## src/rtl/sort_pkg.sv

```systemverilog
// Shared state encoding and sizing helper for the sorter ingress path.
package sort_pkg;

   typedef enum logic [2:0] {
      IDLE = 3'd0,
      RECV = 3'd1,
      DROP = 3'd2,
      WAIT = 3'd3,
      SEND = 3'd4
   } feeder_state_t;

   function automatic int max_len(input int awidth);
      return 2 ** awidth;
   endfunction

endpackage

```

## src/rtl/pkt_buf.sv

```systemverilog
// Packet buffer: one write port, one registered read port, array never reset.
module pkt_buf
   import sort_pkg::*;
#(
   parameter int AWIDTH = 3,
   parameter int DWIDTH = 8
) (
   input  logic              clk_i,
   input  logic              we_i,
   input  logic [AWIDTH-1:0] waddr_i,
   input  logic [DWIDTH-1:0] wdata_i,
   input  logic              re_i,
   input  logic [AWIDTH-1:0] raddr_i,
   output logic [DWIDTH-1:0] rdata_o
);

   localparam int DEPTH = max_len(AWIDTH);

   logic [DWIDTH-1:0] r_mem [DEPTH];
   logic [DWIDTH-1:0] r_rdata;

   always_ff @(posedge clk_i) begin
      if (we_i) r_mem[waddr_i] <= wdata_i;
      if (re_i) r_rdata <= r_mem[raddr_i];
   end

   assign rdata_o = r_rdata;

endmodule

```

## src/rtl/sort_feeder.sv

```systemverilog
// Collects one framed packet, validates its length, and replays it to the
// sorter back-to-back once the sorter reports not busy.
module sort_feeder
   import sort_pkg::*;
#(
   parameter int AWIDTH  = 3,
   parameter int DWIDTH  = 8,
   parameter int MIN_LEN = 2
) (
   input  logic              clk_i,
   input  logic              srst_i,
   input  logic [DWIDTH-1:0] data_i,
   input  logic              sop_i,
   input  logic              eop_i,
   input  logic              val_i,
   output logic              ready_o,
   input  logic              busy_i,
   output logic [DWIDTH-1:0] data_o,
   output logic              sop_o,
   output logic              eop_o,
   output logic              val_o,
   output logic              err_o
);

   localparam int              MAX_LEN = max_len(AWIDTH);
   localparam logic [AWIDTH:0] MAX_CNT = (AWIDTH+1)'(MAX_LEN);
   localparam logic [AWIDTH:0] MIN_CNT = (AWIDTH+1)'(MIN_LEN);
   localparam logic [AWIDTH:0] CNT_ONE = (AWIDTH+1)'(1);

   feeder_state_t     r_state, w_state_nxt;
   logic [AWIDTH:0]   r_wr_cnt, w_wr_cnt_nxt;
   logic [AWIDTH:0]   r_rd_ptr, w_rd_ptr_nxt;
   logic              w_accept, w_err;
   logic              w_we, w_re;
   logic [AWIDTH-1:0] w_waddr, w_raddr;
   logic [DWIDTH-1:0] w_rdata;
   logic              w_rd_vld, w_rd_sop, w_rd_eop;
   logic              r_rd_vld_p1, r_rd_sop_p1, r_rd_eop_p1;
   logic              r_ready, r_val, r_sop, r_eop, r_err;
   logic [DWIDTH-1:0] r_data;

   assign w_accept = val_i & r_ready;

   pkt_buf #(
      .AWIDTH (AWIDTH),
      .DWIDTH (DWIDTH)
   ) u_buf (
      .clk_i   (clk_i),
      .we_i    (w_we),
      .waddr_i (w_waddr),
      .wdata_i (data_i),
      .re_i    (w_re),
      .raddr_i (w_raddr),
      .rdata_o (w_rdata)
   );

   always_comb begin
      w_state_nxt  = r_state;
      w_wr_cnt_nxt = r_wr_cnt;
      w_rd_ptr_nxt = r_rd_ptr;
      w_err        = 1'b0;
      w_we         = 1'b0;
      w_waddr      = r_wr_cnt[AWIDTH-1:0];
      w_re         = 1'b0;
      w_raddr      = r_rd_ptr[AWIDTH-1:0];
      w_rd_vld     = 1'b0;
      w_rd_sop     = 1'b0;
      w_rd_eop     = 1'b0;
      case (r_state)
         IDLE, RECV, DROP: begin
            if (w_accept) begin
               // sop always restarts at addr 0, except sop+eop while dropping just ends the drop
               if (sop_i && !(r_state == DROP && eop_i)) begin
                  w_err        = (r_state == RECV);
                  w_we         = 1'b1;
                  w_waddr      = '0;
                  w_wr_cnt_nxt = CNT_ONE;
                  if (!eop_i) begin
                     w_state_nxt = RECV;
                  end else if (CNT_ONE < MIN_CNT) begin
                     w_err        = 1'b1;
                     w_wr_cnt_nxt = '0;
                     w_state_nxt  = IDLE;
                  end else begin
                     w_state_nxt = WAIT;
                  end
               end else if (r_state == IDLE) begin
                  w_err = 1'b1;
               end else if (r_state == DROP) begin
                  if (eop_i) w_state_nxt = IDLE;
               end else if (r_wr_cnt == MAX_CNT) begin
                  w_err        = 1'b1;
                  w_wr_cnt_nxt = '0;
                  w_state_nxt  = eop_i ? IDLE : DROP;
               end else begin
                  w_we         = 1'b1;
                  w_wr_cnt_nxt = r_wr_cnt + CNT_ONE;
                  if (eop_i) begin
                     if ((r_wr_cnt + CNT_ONE) < MIN_CNT) begin
                        w_err        = 1'b1;
                        w_wr_cnt_nxt = '0;
                        w_state_nxt  = IDLE;
                     end else begin
                        w_state_nxt = WAIT;
                     end
                  end
               end
            end
         end
         WAIT: begin
            if (!busy_i) begin
               w_state_nxt  = SEND;
               w_re         = 1'b1;
               w_raddr      = '0;
               w_rd_ptr_nxt = CNT_ONE;
               w_rd_vld     = 1'b1;
               w_rd_sop     = 1'b1;
               w_rd_eop     = (r_wr_cnt == CNT_ONE);
            end
         end
         SEND: begin
            if (r_eop) begin
               w_state_nxt  = IDLE;
               w_wr_cnt_nxt = '0;
            end else if (r_rd_ptr < r_wr_cnt) begin
               w_re         = 1'b1;
               w_rd_ptr_nxt = r_rd_ptr + CNT_ONE;
               w_rd_vld     = 1'b1;
               w_rd_eop     = (r_rd_ptr == (r_wr_cnt - CNT_ONE));
            end
         end
         default: w_state_nxt = IDLE;
      endcase
   end

   always_ff @(posedge clk_i or posedge srst_i) begin
      if (srst_i) begin
         r_state     <= IDLE;
         r_wr_cnt    <= '0;
         r_rd_ptr    <= '0;
         r_rd_vld_p1 <= 1'b0;
         r_rd_sop_p1 <= 1'b0;
         r_rd_eop_p1 <= 1'b0;
         r_ready     <= 1'b1;
         r_val       <= 1'b0;
         r_sop       <= 1'b0;
         r_eop       <= 1'b0;
         r_err       <= 1'b0;
         r_data      <= '0;
      end else begin
         r_state     <= w_state_nxt;
         r_wr_cnt    <= w_wr_cnt_nxt;
         r_rd_ptr    <= w_rd_ptr_nxt;
         r_ready     <= (w_state_nxt != WAIT) && (w_state_nxt != SEND);
         r_err       <= w_err;
         // stage p1: framing travels alongside the buffer read
         r_rd_vld_p1 <= w_rd_vld;
         r_rd_sop_p1 <= w_rd_sop;
         r_rd_eop_p1 <= w_rd_eop;
         // stage p2: output registers
         r_val       <= r_rd_vld_p1;
         r_sop       <= r_rd_sop_p1;
         r_eop       <= r_rd_eop_p1;
         if (r_rd_vld_p1) r_data <= w_rdata;
      end
   end

   assign ready_o = r_ready;
   assign data_o  = r_data;
   assign sop_o   = r_sop;
   assign eop_o   = r_eop;
   assign val_o   = r_val;
   assign err_o   = r_err;

endmodule

```

## config.mk

```make
export PLATFORM = sky130hd
export DESIGN_NAME = sort_feeder
export DESIGN_NICKNAME = d
export VERILOG_FILES = /design/src/rtl/sort_pkg.sv /design/src/rtl/pkt_buf.sv /design/src/rtl/sort_feeder.sv
export SDC_FILE = /design/constraint.sdc
export NUM_CORES = 1
export LEC_CHECK = 0
export ABC_CLOCK_PERIOD_IN_PS = 4600
export CORE_MARGIN = 1
export CORE_UTILIZATION = 50
export DETAILED_ROUTE_END_ITERATION = 6
export GPL_ROUTABILITY_DRIVEN = 0
export PLACE_DENSITY_LB_ADDON = 0.3
export SLEW_MARGIN = 5
export SYNTH_ARGS = -nofsm -noshare
export SYNTH_HDL_FRONTEND = slang
export SYNTH_SLANG_ARGS = --single-unit
```

## constraint.sdc

```tcl
create_clock -name clk_i -period 4.6 [get_ports clk_i]
set_input_delay 0.92 -clock clk_i [delete_from_list [all_inputs] [get_ports clk_i]]
set_output_delay 0.92 -clock clk_i [all_outputs]
set_load 0.05 [all_outputs]
```

==> results.py <==
metrics = {
    "setup_path": {
        "cp-end-kind": "flop",
        "crit_required_ns": 4.61,
        "cp_data_arrival_time_ns": 3.01,
        "cpMaxStageDelayCell": "nor2_1",
        "timing.critical_path.from": "eop_i",
        "path_class": "in2reg",
        "path_buf_inv": 1,
        "worst-path-max-fanout": 8,
        "path_cells": "clkdlybuf4s50_1, and4bb_2, o21ai_1, or3_1, nor2_1",
        "reg2reg_from": "r_wr_cnt[1]$_DFFE_PP0P_",
        "startpoint_type": "input pin",
        "path_delay_family": "simple AND/OR/NAND/NOR gates",
        "max_stage_delay_ns": 0.62,
    },
    "routing": {
        "vias_per_cell": 5.73,
        "wl_per_cell_um": 17.0,
        "vias": 2664,
        "drt_iter0_drc": 122,
        "dr.pass1.iters": 4,
        "drc_errors": 0,
        "wl_um": 7920,
        "ant_nets": 0,
    },
    "job": {
        "maxCapViolCount": 0,
    },
    "timing": {
        "hold_ws_ns": 0.355,
        "maxSlewHeadroom_pct": 31.9,
        "max_freq_ghz": 0.333,
        "worst-slew-pin-transition_ns": 1.02,
        "setup_viol": 0,
        "slew_viol_final": 0,
        "period_minus_slack_ns": 3.00,
        "final.setup.tns_ns": 0,
        "hold_viol": 0,
        "final.setup_skew_ns": 0.0122,
        "period_share_pct": 65.3,
        "grt_setup_unrepaired": "false",
    },
    "clock_tree": {
        "cts_root_buf": "clkbuf_8",
        "cts.sinks": 99,
        "clock_path_buffers": 2,
        "cts_setup_buffers": 0,
        "postCtsHoldBufs": 0,
        "ctsResizeCount": 0,
        "htreeDepth": 3,
        "cts_made_buffers": 9,
        "worstSkewPairLatency_ns": 0.37,
        "cts.reportedPaths.clkPinSlew_ns": 0.10,
        "cts_tree": "yes",
    },
    "placed_design": {
        "placed_area_um2": 4740,
        "io_buffers": 26,
        "hpwl_um": 5450,
    },
    "power_and_ir_drop": {
        "p_per_area_nw_per_um2": 477,
        "ir_worst_vdd_v": 0.000207,
        "cellLeakagePower_nw": 1.76,
    },
    "finish": {
        "fin_area_um2": 4930,
        "nFillCells": 648,
        "drive_gt1_share_pct": 13.1,
        "n_antenna_cell": 0,
        "final_nets": 377,
        "syn_to_final_growth_pct": 12.0,
        "seqCellArea_um2": 2840,
        "multi_input_area_um2": 1430,
        "utilization_pct": 58.8,
    },
    "logic_synthesis": {
        "synth_top_cell_area_share_pct": 49.1,
        "synth_area_per_cell_um2": 13.3,
        "async_flop_share_pct": 27.3,
        "syn_area_um2": 4400,
        "yosys.area.top_type": "edfxtp_1",
        "synth_cell_types": 52,
        "ys_ff_latch": 99,
        "netlist_instances": 331,
        "synth_seq_area_share_pct": 64.5,
        "synth.top_cells.by_area": "edfxtp_1, dfrtp_1, mux4_2",
        "synth_edf_count": 72,
        "synth_fp_nets": 353,
        "yosys_warnings": 0,
        "synth_flop_cell": "edfxtp_1",
    },
    "floorplanning": {
        "rows": 33,
        "die_area_um2": 9180,
        "die_h_um": 95.8,
        "io_pins": 27,
        "core_um2": 8380,
        "initial_utilization_pct": 52.5,
        "die_w_um": 95.8,
    },
    "min_path": {
        "min_from": "r_rd_sop_p1$_DFF_PP0_",
        "hold_path.class": "reg2reg",
    },
    "grt": {
        "grt_pass1_vias": 2529,
        "grt_max_degree": 40,
        "grt_overflow_total": 0,
        "grt_pass1_wl_um": 13200,
        "grt_usage_pct": 19.7,
        "antenna_found_initial": 0,
    },
    "status": {
        "status": "finished, final reports clean",
    },
}
==> flip-flops by register name, indices dropped and copies added, names as in the netlist, 3 cells and up <==
name           count
data_o             8
r_rd_ptr           4
u_buf.rdata_o      8
r_wr_cnt           4
u_buf.r_mem       64
r_state            3
==> cells in the final DEF, fill, tap and decap left out, drive strengths merged, types with 3 or more instances in the layout <==
cell type      count
nand2b             3
clkinv             3
mux2               8
nand2             18
buf                6
nor3               7
edfxtp            72
ha                 8
a21oi             18
xnor2              6
nor2b              4
o22ai              8
o211ai             3
mux4               8
o21ai             17
dfrtp             26
or3                5
nand3             10
clkdlybuf4s50     26
inv               13
a31oi              3
clkbuf             9
mux2i             11
nor2              41
nand4              3
==> metrics by stage <==
step / std cells / total power [mW] / setup slack [ns]
CTS: 465 / 2.36 / 1.61
finish: 465 / 2.35 / 1.60
global placement: 449 / 1.81 / 1.36
detailed placement: 449 / 1.83 / 1.23
global route: 465 / 2.48 / 1.49
floorplan: 331 / 1.64 / 1.97
==> cells by family (layout without fill, tap and decap cells) <==
logic type                 after synthesis  after routing  synth area share, %
xor gates and xnor gates                 6              6                 1.19
adders and majority gates                8              8                 2.27
AOI/OAI and AO/OA                       61             61                 8.70
buffers and inverters                   28             57                 3.01
and+or+nand+nor                        102            102                 11.7
DFF                                     99             99                 64.5
muxes                                   27             27                 8.64
==> path summary, 6_finish.rpt <==
check / depth (start not counted) / end / slack [ns]
worst max-delay path: 5 / u_buf.r_mem[3][3]$_DFFE_PP_ / 1.60
worst max register to register: 7 / u_buf.rdata_o[1]$_DFFE_PP_ / 1.82
max in group asynchronous: 2 / r_wr_cnt[3]$_DFFE_PP0P_ / 2.89
worst min register to register: 0 / sop_o$_DFF_PP0_ / 0.36
min in group asynchronous: 2 / data_o[0]$_DFFE_PP0P_ / 1.09
worst min-delay path: 0 / sop_o$_DFF_PP0_ / 0.36
==> worst register-to-register path: stages, from the launching register on <==
cell and delay, ns:
dfrtp_1 0.55, inv_1 0.16, ha_1 0.31, nor2b_1 0.13, o21a_1 0.16, o21ai_0 0.56, nand2_1 0.25, nand2_1 0.34
==> cell usage after synthesis (10+ instances only) <==
library cell,count
edfxtp_1,72
mux2i_1,11
o21ai_0,15
a21oi_1,17
nor2_1,41
nand3_1,10
nand2_1,18
dfrtp_1,26
==> routing by layer <==
layer / GRT usage [%] / part of all wire [%] / vias up
met1: 29.1 / 51 / 1308
li1: - / - / 1279
met2: 29.1 / 44 / 67
met4: 8.83 / 1.8 / 0
met3: 2.92 / 3.4 / 10
met5: 0 / 0 / -
==> where the power goes <==
group          leakage [nW]  switching [mW]  internal, mW
combinational         0.657           0.397         0.274
clock                0.0999           0.328         0.212
sequential             1.01          0.0861          1.05
total                  1.76           0.811          1.54
==> final cells by class <==
cell class                 count  area share [%]
sequential                    99            57.6
multi-input combinational    204            29.0
timing repair buffer          32            6.19
tap                          105            2.67
clock buffer                   9            2.51
clock inverter                 7            1.32
inverter                       9           0.685
No activity file was read; power rests on OpenSTA's default activity.
